==> src/rtl/core_arb_pkg.sv <==
// Shared types and helpers for the core data-port arbiter: ID width and the
// wrap-around first-set search used for requester selection.
package core_arb_pkg;

    typedef struct packed {
        logic       valid;
        logic [2:0] idx;
    } pick_t;

    function automatic int id_width(input int n);
        return (n <= 2) ? 1 : $clog2(n);
    endfunction

    // First set bit of req[n-1:0], scanning upward from ptr and wrapping at n.
    function automatic pick_t rr_pick(input logic [7:0] req, input int ptr, input int n);
        pick_t r;
        int    c;
        r = '0;
        for (int i = 0; i < 8; i++) begin
            if (i < n && !r.valid) begin
                c = (ptr + i) % n;
                if (req[c]) begin
                    r.valid = 1'b1;
                    r.idx   = 3'(c);
                end
            end
        end
        return r;
    endfunction

endpackage

==> src/rtl/core_arb_id_fifo.sv <==
// In-order FIFO of granted requester IDs. Push and pop in the same cycle are
// accepted even when full; the head read this cycle is the entry being popped.
module core_arb_id_fifo #(
    parameter int DEPTH = 2,
    parameter int WIDTH = 1
) (
    input  logic             clk,
    input  logic             rst_n,
    input  logic             i_push,
    input  logic [WIDTH-1:0] i_data,
    input  logic             i_pop,
    output logic             o_full,
    output logic             o_empty,
    output logic [WIDTH-1:0] o_head
);

    localparam int PW = (DEPTH > 1) ? $clog2(DEPTH) : 1;
    localparam int CW = $clog2(DEPTH + 1);

    logic [WIDTH-1:0] r_mem [DEPTH];
    logic [PW-1:0]    r_wr_ptr;
    logic [PW-1:0]    r_rd_ptr;
    logic [CW-1:0]    r_count;
    logic             w_push;
    logic             w_pop;

    function automatic logic [PW-1:0] ptr_next(input logic [PW-1:0] p);
        return (p == PW'(DEPTH - 1)) ? '0 : p + 1'b1;
    endfunction

    assign o_full  = (r_count == CW'(DEPTH));
    assign o_empty = (r_count == '0);
    assign o_head  = r_mem[r_rd_ptr];
    assign w_pop   = i_pop & ~o_empty;
    assign w_push  = i_push & (~o_full | w_pop);

    always_ff @(posedge clk or negedge rst_n) begin
        if (!rst_n) begin
            r_wr_ptr <= '0;
            r_rd_ptr <= '0;
            r_count  <= '0;
        end else begin
            if (w_push) r_wr_ptr <= ptr_next(r_wr_ptr);
            if (w_pop)  r_rd_ptr <= ptr_next(r_rd_ptr);
            case ({w_push, w_pop})
                2'b10:   r_count <= r_count + 1'b1;
                2'b01:   r_count <= r_count - 1'b1;
                default: r_count <= r_count;
            endcase
        end
    end

    always_ff @(posedge clk) begin
        if (w_push) r_mem[r_wr_ptr] <= i_data;
    end

endmodule

==> src/rtl/core_data_arbiter.sv <==
// Shares one req/gnt/rvalid data port between NUM_REQ requesters with locked
// round-robin selection; CORE_ARB_FIXED_PRIO_EN selects fixed priority instead.
module core_data_arbiter
    import core_arb_pkg::*;
#(
    parameter int NUM_REQ         = 2,
    parameter int ADDR_WIDTH      = 32,
    parameter int MAX_OUTSTANDING = 2
) (
    input  logic                          clk,
    input  logic                          rst_n,
    input  logic [NUM_REQ-1:0]            m_req_i,
    output logic [NUM_REQ-1:0]            m_gnt_o,
    output logic [NUM_REQ-1:0]            m_rvalid_o,
    input  logic [NUM_REQ*ADDR_WIDTH-1:0] m_addr_i,
    input  logic [NUM_REQ-1:0]            m_we_i,
    input  logic [NUM_REQ*4-1:0]          m_be_i,
    input  logic [NUM_REQ*32-1:0]         m_wdata_i,
    output logic [31:0]                   m_rdata_o,
    output logic                          s_req_o,
    input  logic                          s_gnt_i,
    input  logic                          s_rvalid_i,
    output logic [ADDR_WIDTH-1:0]         s_addr_o,
    output logic                          s_we_o,
    output logic [3:0]                    s_be_o,
    output logic [31:0]                   s_wdata_o,
    input  logic [31:0]                   s_rdata_i,
    output logic                          protocol_err_o
);

    localparam int IDW = id_width(NUM_REQ);

    logic           r_lock_q;
    logic [IDW-1:0] r_sel_q;
    logic [IDW-1:0] w_sel;
    pick_t          w_pick;
    logic           w_grant;
    logic           w_full;
    logic           w_empty;
    logic [IDW-1:0] w_head;

`ifdef CORE_ARB_FIXED_PRIO_EN
    assign w_pick = rr_pick(8'(m_req_i), 0, NUM_REQ);
`else
    logic [IDW-1:0] r_rr_ptr_q;

    assign w_pick = rr_pick(8'(m_req_i), int'(r_rr_ptr_q), NUM_REQ);

    always_ff @(posedge clk or negedge rst_n) begin
        if (!rst_n) begin
            r_rr_ptr_q <= '0;
        end else if (w_grant) begin
            r_rr_ptr_q <= (w_sel == IDW'(NUM_REQ - 1)) ? '0 : w_sel + 1'b1;
        end
    end
`endif

    assign w_sel   = r_lock_q ? r_sel_q : w_pick.idx[IDW-1:0];
    // A locked request was accepted while not full, so it must stay visible.
    assign s_req_o = m_req_i[w_sel] & (r_lock_q | (w_pick.valid & ~w_full));
    assign w_grant = s_req_o & s_gnt_i;

    assign s_addr_o  = m_addr_i[int'(w_sel)*ADDR_WIDTH +: ADDR_WIDTH];
    assign s_we_o    = m_we_i[w_sel];
    assign s_be_o    = m_be_i[int'(w_sel)*4 +: 4];
    assign s_wdata_o = m_wdata_i[int'(w_sel)*32 +: 32];

    always_ff @(posedge clk or negedge rst_n) begin
        if (!rst_n) begin
            r_lock_q <= 1'b0;
            r_sel_q  <= '0;
        end else if (w_grant) begin
            r_lock_q <= 1'b0;
        end else if (s_req_o) begin
            r_lock_q <= 1'b1;
            r_sel_q  <= w_sel;
        end else begin
            // Either nothing pending or the locked requester abandoned its request.
            r_lock_q <= 1'b0;
        end
    end

    core_arb_id_fifo #(
        .DEPTH (MAX_OUTSTANDING),
        .WIDTH (IDW)
    ) u_id_fifo (
        .clk     (clk),
        .rst_n   (rst_n),
        .i_push  (w_grant),
        .i_data  (w_sel),
        .i_pop   (s_rvalid_i),
        .o_full  (w_full),
        .o_empty (w_empty),
        .o_head  (w_head)
    );

    always_comb begin
        m_gnt_o    = '0;
        m_rvalid_o = '0;
        if (w_grant) m_gnt_o[w_sel] = 1'b1;
        if (s_rvalid_i && !w_empty) m_rvalid_o[w_head] = 1'b1;
    end

    assign m_rdata_o      = s_rdata_i;
    assign protocol_err_o = s_rvalid_i & w_empty;

endmodule
==> config.mk <==
export PLATFORM = sky130hd
export DESIGN_NAME = core_data_arbiter
export DESIGN_NICKNAME = d
export VERILOG_FILES = /design/src/rtl/core_arb_pkg.sv /design/src/rtl/core_arb_id_fifo.sv /design/src/rtl/core_data_arbiter.sv
export SDC_FILE = /design/constraint.sdc
export NUM_CORES = 1
export LEC_CHECK = 0
export CORE_AREA = 3 3 108 110
export CTS_CLUSTER_DIAMETER = 40
export DETAILED_ROUTE_END_ITERATION = 7
export DIE_AREA = 0 0 111 113
export GPL_TIMING_DRIVEN = 0
export SYNTH_ARGS = -nofsm -noshare
export SYNTH_HDL_FRONTEND = slang
export SYNTH_SLANG_ARGS = --single-unit
==> constraint.sdc <==
create_clock -name clk -period 2.46 [get_ports clk]
set_input_delay 0.369 -clock clk [delete_from_list [all_inputs] [get_ports clk]]
set_output_delay 0.369 -clock clk [all_outputs]
set_load 0.03 [all_outputs]
==> metrics.txt, run 1 <==
library cells used by synthesis=27; CP Launch Type=flop; Crit Path Category=reg -> out; Detailed Route WL=8150 um; IO Count=283; CTS H-tree depth=1; clock sinks=9; PortBufs=250; WHS=0.406 ns; clk_lat worst skew=0.22 ns; r2r worst-path depth=9; hpwl dp=7300 um; Worst EP arrival=1.98 ns; Root Driver=clkbuf_8; Die H=113 um; status=finished, final reports clean; WL/cell=14.7 um; final core utilization=38.5%; placed cell count=544; Max clock buf depth=2; leakage power=1.78 nW; Worst Max-Slew Pin Slew=0.463 ns; RSZ-0062 raised after global routing=no; mapped cell area=0.00159 mm^2; Pins Over Slew Limit=0; final period utilization=95.6%; Core Rows=38; Mapped Cells=154; crit path capture type=primary output; initial antenna violation count=1; GRT overflow=0; die area=0.0125 mm^2; final setup fails=0; final cell count without fillers=554; gp weighted congestion=0.774; Fin. Hold Viols=0; GRT Util Overall=11.8%; count of hold-fix buffers inserted at cts=0; via/cell ratio=3.93; first-pass GRT wire length=12100 um; leading cell type in the layout, fill and taps excluded=clkdlybuf4s50_1; power after layout=0.00306 W; Die X-Extent=111 um; pwr/cell area=735 mW/mm^2; commonest non-fill, non-tap cells in the layout=clkdlybuf4s50_1, mux2_2, buf_2; first drt pass iteration count=4; initial drt markers=60; number of global-route vias before repair=2357; Hold WC Path Type=in -> async; Max Freq=425 MHz; Mapped Avg Cell Area=10.3 um^2; Mapped Nets=331; Yosys Warn Count=0; Max Cap Viol=0; detailed-route via count=2175; Worst Path Max Fanout=10; clock-pin slew on the worst setup and hold paths=0.04 ns; reg2reg setup slack=0.36 ns; Core Footprint=0.0108 mm^2; CP Data Required Time=2.09 ns; max_slew headroom=68.8%; final worst path period need=2.35 ns; nets=592; # DRC=0; skew final=0.000941 ns; cts bufs inserted=3; Initial Util=14.7%; sequential cell area fraction in the yosys report=14.8%; #FFs+latches synth=9; largest net degree at the start of global routing=12; Fill cells=1113; maximum VDD drop=0.000276 V; fraction of final layout cells sized beyond drive strength 1=42.0%; P&R area growth vs syn=162%; Antenna Cells=0; post-route ant nets=0; CTS tree=built
-- through the flow --
step | setup TNS [ns] | instance area, um^2 | worst slack [ns]
final | 0 | 4160 | 0.107
after global routing | 0 | 4160 | 0.00946
after CTS | 0 | 4160 | 0.0450
after detailed placement | -42.94 | 4260 | -0.674
after global placement | -42.51 | 4260 | -0.666
after floorplan | 0 | 1590 | 0.631
-- final cells by class --
cell class / count / area, um^2 / area share [%]
buffer: 40 / 349 / 8.39
clock buffer: 4 / 45.0 / 1.08
inverter: 5 / 18.8 / 0.451
multi-input combinational: 100 / 1020 / 24.5
sequential: 9 / 235 / 5.66
tap: 140 / 175 / 4.21
timing repair buffer: 256 / 2320 / 55.7
-- cell families (layout without fill, tap and decap cells) --
family | Yosys count | in the layout | synth area share (%)
flops | 9 | 9 | 14.8
buf+inv | 45 | 305 | 21.2
mux | 71 | 71 | 50.3
fa+ha+maj | 1 | 1 | 0.789
simple gates | 15 | 15 | 5.05
compound gates | 8 | 8 | 5.05
xor+xnor | 5 | 5 | 2.76
-- registers in the layout, indices dropped and copies added (netlist names) --
| register | count |
|---|---|
| u_id_fifo.r_count | 2 |
| u_id_fifo.r_mem | 2 |
| r_lock_q | 1 |
| r_rr_ptr_q | 1 |
| r_sel_q | 1 |
| u_id_fifo.r_rd_ptr | 1 |
| u_id_fifo.r_wr_ptr | 1 |
-- metal layers --
| layer | track usage [%] | routed length [um] |
|---|---|---|
| met1 | 13.4 | 2990 |
| met2 | 21.5 | 4140 |
| met3 | 4.22 | 923 |
| met4 | 1.97 | 87 |
| met5 | 0 | 13 |
-- synthesized netlist by cell type, drive strengths merged --
| library cell | instances | area (um^2) |
|---|---|---|
| xor2 | 1 | 8.76 |
| or3b | 1 | 8.76 |
| xnor2 | 4 | 35.0 |
| o2111ai | 1 | 15.0 |
| and3 | 1 | 6.26 |
| o31ai | 1 | 21.3 |
| mux2i | 2 | 20.0 |
| nor3b | 2 | 15.0 |
| nand3 | 2 | 10.0 |
| dfrtp | 7 | 175 |
| o21ai | 1 | 5.00 |
| and2b | 1 | 7.51 |
| a21oi | 1 | 5.00 |
| a31oi | 1 | 6.26 |
| mux2 | 69 | 777 |
| o211a | 1 | 10.0 |
| a32o | 1 | 10.0 |
| buf | 40 | 318 |
| edfxtp | 2 | 60.1 |
| inv | 5 | 18.8 |
| ha | 1 | 12.5 |
| nand2 | 1 | 3.75 |
| nor2 | 6 | 22.5 |
| a211oi | 1 | 7.51 |
| nor2b | 1 | 6.26 |
-- path summary, 6_finish.rpt --
| path | start | to |
|---|---|---|
| worst max-delay path | r_lock_q$_DFF_PN0_ | s_wdata_o[24] |
| worst min-delay path | rst_n | u_id_fifo.r_count[1]$_DFFE_PN0P_ |
| worst max register to register | r_lock_q$_DFF_PN0_ | u_id_fifo.r_count[1]$_DFFE_PN0P_ |
| worst min register to register | u_id_fifo.r_rd_ptr$_DFFE_PN0P_ | u_id_fifo.r_rd_ptr$_DFFE_PN0P_ |
| max in group asynchronous | rst_n | u_id_fifo.r_count[0]$_DFFE_PN0P_ |
| min in group clk | u_id_fifo.r_rd_ptr$_DFFE_PN0P_ | u_id_fifo.r_rd_ptr$_DFFE_PN0P_ |
-- worst max-delay path, stage by stage, from the launching register on --
cell and delay [ns]:
dfrtp_1 0.45, o31ai_4 0.36, buf_6 0.18, buf_4 0.12, buf_8 0.13, mux2_2 0.35
buf_2 0.18
-- where the power goes --
part | switching, W | leakage [nW] | internal [W]
clock | 0.0000491 | 0.0228 | 0.000112
combinational | 0.00134 | 1.65 | 0.00125
sequential | 0.0000722 | 0.101 | 0.000226
total | 0.00146 | 1.78 | 0.00159
-- timing repair --
| action | CTS | global route |
|---|---|---|
| gates cloned | 1 | 0 |
| pin swaps | 1 | 1 |
| buffers inserted | 5 | 0 |
| endpoints found under the setup margin | 71 | 23 |
| resized for setup | 288 | 0 |
Note: power is estimated with default switching activity, not from simulation.
==> run 2: changes to the inputs <==
--- a/config.mk
+++ b/config.mk
@@ -5,11 +5,13 @@
 export SDC_FILE = /design/constraint.sdc
 export NUM_CORES = 1
 export LEC_CHECK = 0
-export CORE_AREA = 3 3 108 110
+export ABC_AREA = 1
+export CORE_AREA = 3 3 109 111
 export CTS_CLUSTER_DIAMETER = 40
 export DETAILED_ROUTE_END_ITERATION = 7
-export DIE_AREA = 0 0 111 113
+export DIE_AREA = 0 0 112 114
 export GPL_TIMING_DRIVEN = 0
+export SKIP_CTS_REPAIR_TIMING = 1
 export SYNTH_ARGS = -nofsm -noshare
 export SYNTH_HDL_FRONTEND = slang
 export SYNTH_SLANG_ARGS = --single-unit
==> run 2 against run 1 <==
Effect of this change: setup slack better by 0.018 ns; global-route usage up 1.7 points; total power increased by 5.3%; via count grew 27%; die area increased by 1.8%; register-to-register slack improved by 0.31 ns; clock-buffer cell count decreased by 1; critical path depth increased by 3.
==> metrics.txt, run 2 <==
Max Cap Viol=0 (unchanged); RSZ-0062 raised after global routing=no; largest net degree at the start of global routing=12 (unchanged); final worst path period need=2.33 ns (-0.0179 ns); WL/cell=13.4 um (-9.2%); die area=0.0128 mm^2 (+1.8%); Core Footprint=0.0109 mm^2 (+0.88%); Core Rows=38 (unchanged); area of the multi-input gates=981 um^2 (-3.8%); skew final=0.00324 ns (+0.00230 ns); WP depth=9 (+3); fraction of final layout cells sized beyond drive strength 1=13.5% (-29 points); Pins Over Slew Limit=0 (unchanged); Die X-Extent=112 um (+0.90%); nets=748 (+26%); CTS tree=built; mapped cell area=0.00161 mm^2 (+1.5%); Hold WC Path Type=in -> async; Worst Max-Slew Pin Slew=0.373 ns (-0.0899 ns); ranking of synthesized cells by area=nand2_1, buf_4, dfrtp_1; Largest regs=u_id_fifo.r_count: 2 flops, u_id_fifo.r_mem: 2 flops; detailed-route via count=2766 (+27%); maximum VDD drop=0.000317 V (+15%); gp weighted congestion=0.815 (+5.4%); library cells used by synthesis=22 (-19%); final core utilization=40.2% (+1.7 points); commonest non-fill, non-tap cells in the layout=nand2_1, clkdlybuf4s50_1, dlymetal6s2s_1; area share of the largest cell type after synthesis=50.6% (+1.6 points); Post-synth EDFFs=2 (unchanged); #FFs+latches synth=9 (unchanged); pwr/cell area=735 mW/mm^2 (+0.10%); IO Count=283 (unchanged); Initial Util=14.8% (+0.090 points); GRT overflow=0 (unchanged); worst setup margin=0.125 ns (+0.0179 ns); Max clock buf depth=2 (unchanged); sw power=0.00181 W (+24%); Fill cells=1146 (+3.0%); WP buf/inv=4 (unchanged); sequential cell area fraction in the yosys report=14.6% (-0.22 points); Crit Path Category=in -> out; max_slew headroom=75.1% (+6.3 points); PortBufs=250 (unchanged); post-route ant nets=0 (unchanged); GRT Util Overall=13.4% (+1.7 points); WHS=0.406 ns (-0.000500 ns); cts bufs inserted=3 (unchanged); Crit path max-delay family=buffers and inverters; Antenna Cells=0 (unchanged); CP Data Required Time=2.09 ns (about the same); leakage power=2.68 nW (+51%); first-pass GRT wire length=14000 um (+16%); Worst Path Max Fanout=10 (unchanged); Die H=114 um (+0.88%); sequential power share=8.5% (-1.2 points); P&R area growth vs syn=172%; CTS H-tree depth=1 (unchanged); clk_lat worst skew=0.23 ns (about the same); CP Launch Type=input pin; r2r worst-path depth=8 (-1); final period utilization=94.9% (-0.73 points); worst-path cell chain=clkdlybuf4s50_1 -> nand2_1 -> nand2_2 -> nand2_4 -> inv_2 -> buf_4 -> nand2_1 -> nand2_1 -> dlymetal6s2s_1; prevailing post-synth register cell=dfrtp_1; Most common cell on crit path=nand2_1; Slowest Stage Delay on Critical Path=0.48 ns (+0.03 ns); Pint=0.00140 W (-12%); initial antenna violation count=0 (-1); power after layout=0.00322 W (+5.3%); crit path capture type=primary output; area leader, netlist=nand2_1; Yosys Warn Count=0 (unchanged); Comb pwr share=86.4% (+1.4 points); clock-pin slew on the worst setup and hold paths=0.05 ns (about the same); clock sinks=9 (unchanged); hpwl dp=8390 um (+15%); Max Freq=428 MHz (+0.77%); Post-synth top cells=nand2_1, buf_4, inv_1; CP max-delay cell=clkdlybuf4s50_1; first drt pass iteration count=4 (unchanged); # DRC=0 (unchanged); Mapped Nets=493 (+49%); via/cell ratio=3.90 (-0.77%); most frequent cell after synthesis=nand2_1; sequential cell area=235 um^2 (unchanged); leading cell type in the layout, fill and taps excluded=nand2_1; initial drt markers=51 (-15%); Mapped Cells=316 (+110%); number of global-route vias before repair=2939 (+25%); Fin. Hold Viols=0 (unchanged); Root Driver=clkbuf_8; Detailed Route WL=9490 um (+16%); final setup fails=0 (unchanged); worst slack at placement=-0.415 ns (+0.259 ns); status=finished, final reports clean; Worst EP arrival=1.97 ns (about the same); ys async rst share=77.8% (unchanged); Mapped Avg Cell Area=5.09 um^2 (-51%); switching share of total power=56.4% (+8.5 points); Clk pwr share=5.2% (about the same)
-- run 2: final timing paths --
| check | start | to | slack [ns] |
|---|---|---|---|
| max | m_req_i[0] | s_addr_o[30] | 0.13 |
| max reg2reg | r_lock_q$_DFF_PN0_ | u_id_fifo.r_count[1]$_DFFE_PN0P_ | 0.67 |
| max in group asynchronous | rst_n | r_lock_q$_DFF_PN0_ | 1.80 |
| min | rst_n | u_id_fifo.r_count[1]$_DFFE_PN0P_ | 0.41 |
| min reg2reg | u_id_fifo.r_rd_ptr$_DFFE_PN0P_ | u_id_fifo.r_rd_ptr$_DFFE_PN0P_ | 0.49 |
| min in group clk | u_id_fifo.r_rd_ptr$_DFFE_PN0P_ | u_id_fifo.r_rd_ptr$_DFFE_PN0P_ | 0.49 |
-- run 2: metrics by stage --
step	cells	setup TNS (ns)	area (um^2)
final	710	0	4380
after global routing	710	0	4380
after CTS	710	-21.13	4330
after detailed placement	706	-19.69	4290
after global placement	706	-18.42	4290
after floorplan	316	0	1610
-- run 2: worst register-to-register path, cell delays in order (launching register included) --
cell and delay [ns]:
dfrtp_1 0.41, nor2_2 0.13, nand2_2 0.08, nand3_1 0.15, nand4_1 0.17, ha_1 0.34, a21oi_1 0.11, o21ai_0 0.12
xor2_1 0.16
-- run 2: logic make-up after synthesis --
family / count (synthesis) / share of synthesized area, %
XOR/XNOR: 3 / 1.63
AND/OR/NAND/NOR: 234 / 56.7
AO/OA/AOI/OAI: 6 / 1.87
buffers and inverters: 63 / 24.4
flip-flops: 9 / 14.6
adder cells (fa/ha/maj): 1 / 0.777
-- run 2: cell type report --
cell class | instances | area share [%]
repair buffers | 250 | 58.1
multi-input cells | 244 | 22.4
plain buffers | 46 | 7.55
flip-flops and latches | 9 | 5.38
well taps | 140 | 4.00
inverters | 17 | 1.49
clock buffers | 3 | 0.944
clock inverters | 1 | 0.114
-- run 2: metal layers --
layer | up-vias | global-route usage [%] | share of wire (%)
met5 | - | 0 | 0
li1 | 1414 | - | -
met4 | 0 | 2.80 | 1.5
met1 | 1206 | 13.8 | 34
met2 | 134 | 26.7 | 55
met3 | 12 | 4.03 | 9.2
-- run 2: power by group through the flow --
stage                     clock, W  sequential, W  combinational [W]
after floorplan                  0       0.000263            0.00166
after detailed placement         0       0.000275            0.00297
after global placement           0       0.000273            0.00295
after global routing      0.000183       0.000278            0.00301
after CTS                 0.000175       0.000272            0.00298
final                     0.000166       0.000272            0.00278
==> run 3: changes to the inputs <==
--- a/config.mk
+++ b/config.mk
@@ -11,7 +11,9 @@
 export DETAILED_ROUTE_END_ITERATION = 7
 export DIE_AREA = 0 0 112 114
 export GPL_TIMING_DRIVEN = 0
+export RECOVER_POWER = 25
 export SKIP_CTS_REPAIR_TIMING = 1
+export SKIP_LAST_GASP = 1
 export SYNTH_ARGS = -nofsm -noshare
 export SYNTH_HDL_FRONTEND = slang
 export SYNTH_SLANG_ARGS = --single-unit
==> run 3 against run 2 <==
Effect of this change: clock-buffer cell count did not move; critical path depth did not move; setup slack got worse by 0.081 ns; clock power barely moved; fmax fell by 3.3%; register-to-register slack barely moved; sequential power barely moved; global-route usage did not move; first-iteration DRC count fell by 3.9%; core utilization rose by 0.069 points; final cell count did not move.
==> metrics.txt, run 3 (same netlist as run 2, synthesis figures left out) <==
# DRC=0 (unchanged); Reg-to-Reg End=u_id_fifo.r_count[1]$_DFFE_PN0P_; Max Cap Viol=0 (unchanged); Antenna Cells=0 (unchanged); maximum VDD drop=0.000316 V (-0.46%); post-route ant nets=0 (unchanged); Pint=0.00140 W (-0.15%); cts bufs inserted=3 (unchanged); Max Freq=414 MHz (-3.3%); clk_lat worst skew=0.23 ns (about the same); Root Driver=clkbuf_8; Largest regs=u_id_fifo.r_count: 2 flops, u_id_fifo.r_mem: 2 flops; worst-path cell chain=clkdlybuf4s50_1 -> nand2_1 -> nand2_2 -> nand2_4 -> inv_2 -> buf_4 -> nand2_1 -> nand2_1 -> dlymetal6s2s_1; Initial Util=14.8% (unchanged); PortBufs=250 (unchanged); WHS=0.476 ns (+0.0704 ns); IO Count=283 (unchanged); final setup fails=0 (unchanged); Core Rows=38 (unchanged); switching share of total power=56.4% (about the same); Worst Max-Slew Pin Slew=0.373 ns (unchanged); r2r worst-path depth=8 (unchanged); P&R area growth vs syn=172%; via/cell ratio=3.90 (unchanged); largest net degree at the start of global routing=12 (unchanged); GRT overflow=0 (unchanged); Post-Layout Inst Area=0.00438 mm^2 (+0.17%); die area=0.0128 mm^2 (unchanged); Pins Over Slew Limit=0 (unchanged); status=finished, final reports clean; leading cell type in the layout, fill and taps excluded=nand2_1; Die H=114 um (unchanged); reg2reg setup slack=0.68 ns (about the same); CP Launch Type=input pin; CP max-delay cell=clkdlybuf4s50_1; Worst EP arrival=2.05 ns (+0.08 ns); setup TNS=0 ns (unchanged); sequential power share=8.5% (about the same); hpwl dp=8390 um (unchanged); CTS H-tree depth=1 (unchanged); gp weighted congestion=0.815 (unchanged); Hold WC Path Type=in -> async; Clk pwr share=5.2% (about the same); RR Startpoint=r_lock_q$_DFF_PN0_; GRT Util Overall=13.4% (unchanged); placed cell count=706 (unchanged); CP Data Required Time=2.09 ns (about the same); Die X-Extent=112 um (unchanged); pwr/cell area=733 mW/mm^2 (-0.29%); initial drt markers=49 (-3.9%); clock sinks=9 (unchanged); Cell Area, Placed=0.00429 mm^2 (unchanged); sw power=0.00181 W (about the same); final cell count without fillers=710 (unchanged); CTS tree=built; skew final=0.00324 ns (-0.0000000200 ns); Core Footprint=0.0109 mm^2 (unchanged); power after layout=0.00321 W (-0.12%); Worst Path Max Fanout=10 (unchanged); number of global-route vias before repair=2939 (unchanged); Max clock buf depth=2 (unchanged); nets=748 (unchanged); initial antenna violation count=0 (unchanged); final period utilization=98.2% (+3.3 points); Slowest Stage Delay on Critical Path=0.48 ns (about the same); fraction of final layout cells sized beyond drive strength 1=13.3% (-0.18 points); RSZ-0062 raised after global routing=yes; detailed-route via count=2766 (unchanged); final worst path period need=2.42 ns (+0.0808 ns); clock-pin slew on the worst setup and hold paths=0.05 ns (about the same); WL/cell=13.4 um (-0.11%); Fin. Hold Viols=0 (unchanged); commonest non-fill, non-tap cells in the layout=nand2_1, clkdlybuf4s50_1, dlymetal6s2s_1; max_slew headroom=75.1% (unchanged); first-pass GRT wire length=14000 um (unchanged); Crit Path Category=in -> out; Detailed Route WL=9480 um (-0.11%); Comb pwr share=86.3% (about the same); leakage power=2.70 nW (+0.56%); Most common cell on crit path=nand2_1; crit path capture type=primary output; first drt pass iteration count=4 (unchanged)
==> run 3: power by group through the flow <==
stage	clock (W)	combinational (W)	sequential [W]
floorplan	0	0.00166	0.000263
global placement	0	0.00295	0.000273
detailed placement	0	0.00297	0.000275
CTS	0.000175	0.00298	0.000272
global route	0.000183	0.00300	0.000278
finish	0.000166	0.00277	0.000272
==> run 3: per-stage QoR <==
stage / utilization (%) / setup WS (ns)
floorplan: - / 0.781
global placement: 39.4 / -0.397
detailed placement: 39.4 / -0.415
CTS: 39.8 / -0.434
global route: 40.3 / -0.0913
finish: 40.3 / 0.0444
==> run 3: critical path, delay by kind of cell <==
family / cells / cell delay, ns
buf+inv: 4 / 1.26
simple gates: 5 / 0.41
==> run 3: metal layers <==
| metal | share of wire (%) | GRT usage (%) | wire length [um] | vias up |
|---|---|---|---|---|
| met5 | 0 | 0 | 0 | - |
| met4 | 1.5 | 2.80 | 140 | 0 |
| met3 | 9.2 | 4.03 | 876 | 12 |
| met2 | 55 | 26.7 | 5260 | 134 |
| met1 | 34 | 13.8 | 3200 | 1206 |
| li1 | - | - | - | 1414 |
==> run 3: final cells by class <==
cell class | instances | area, um^2
Fill cell | 1145 | 6500
Timing Repair Buffer | 250 | 2550
Multi-Input combinational cell | 244 | 981
Buffer | 46 | 330
Sequential cell | 9 | 235
Tap cell | 140 | 175
Inverter | 17 | 65.1
Clock buffer | 3 | 41.3
Clock inverter | 1 | 5.00
==> run 3: worst max-delay path by stage <==
stage,end,startpoint,slack [ns]
after global placement,s_wdata_o[18],m_req_i[0],-0.40
after CTS,s_wdata_o[18],m_req_i[0],-0.43
after floorplan,m_gnt_o[1],r_lock_q$_DFF_PN0_,0.78
final,s_wdata_o[18],m_req_i[0],0.04
after detailed placement,s_wdata_o[18],m_req_i[0],-0.42
after global routing,s_wdata_o[18],m_req_i[0],-0.09
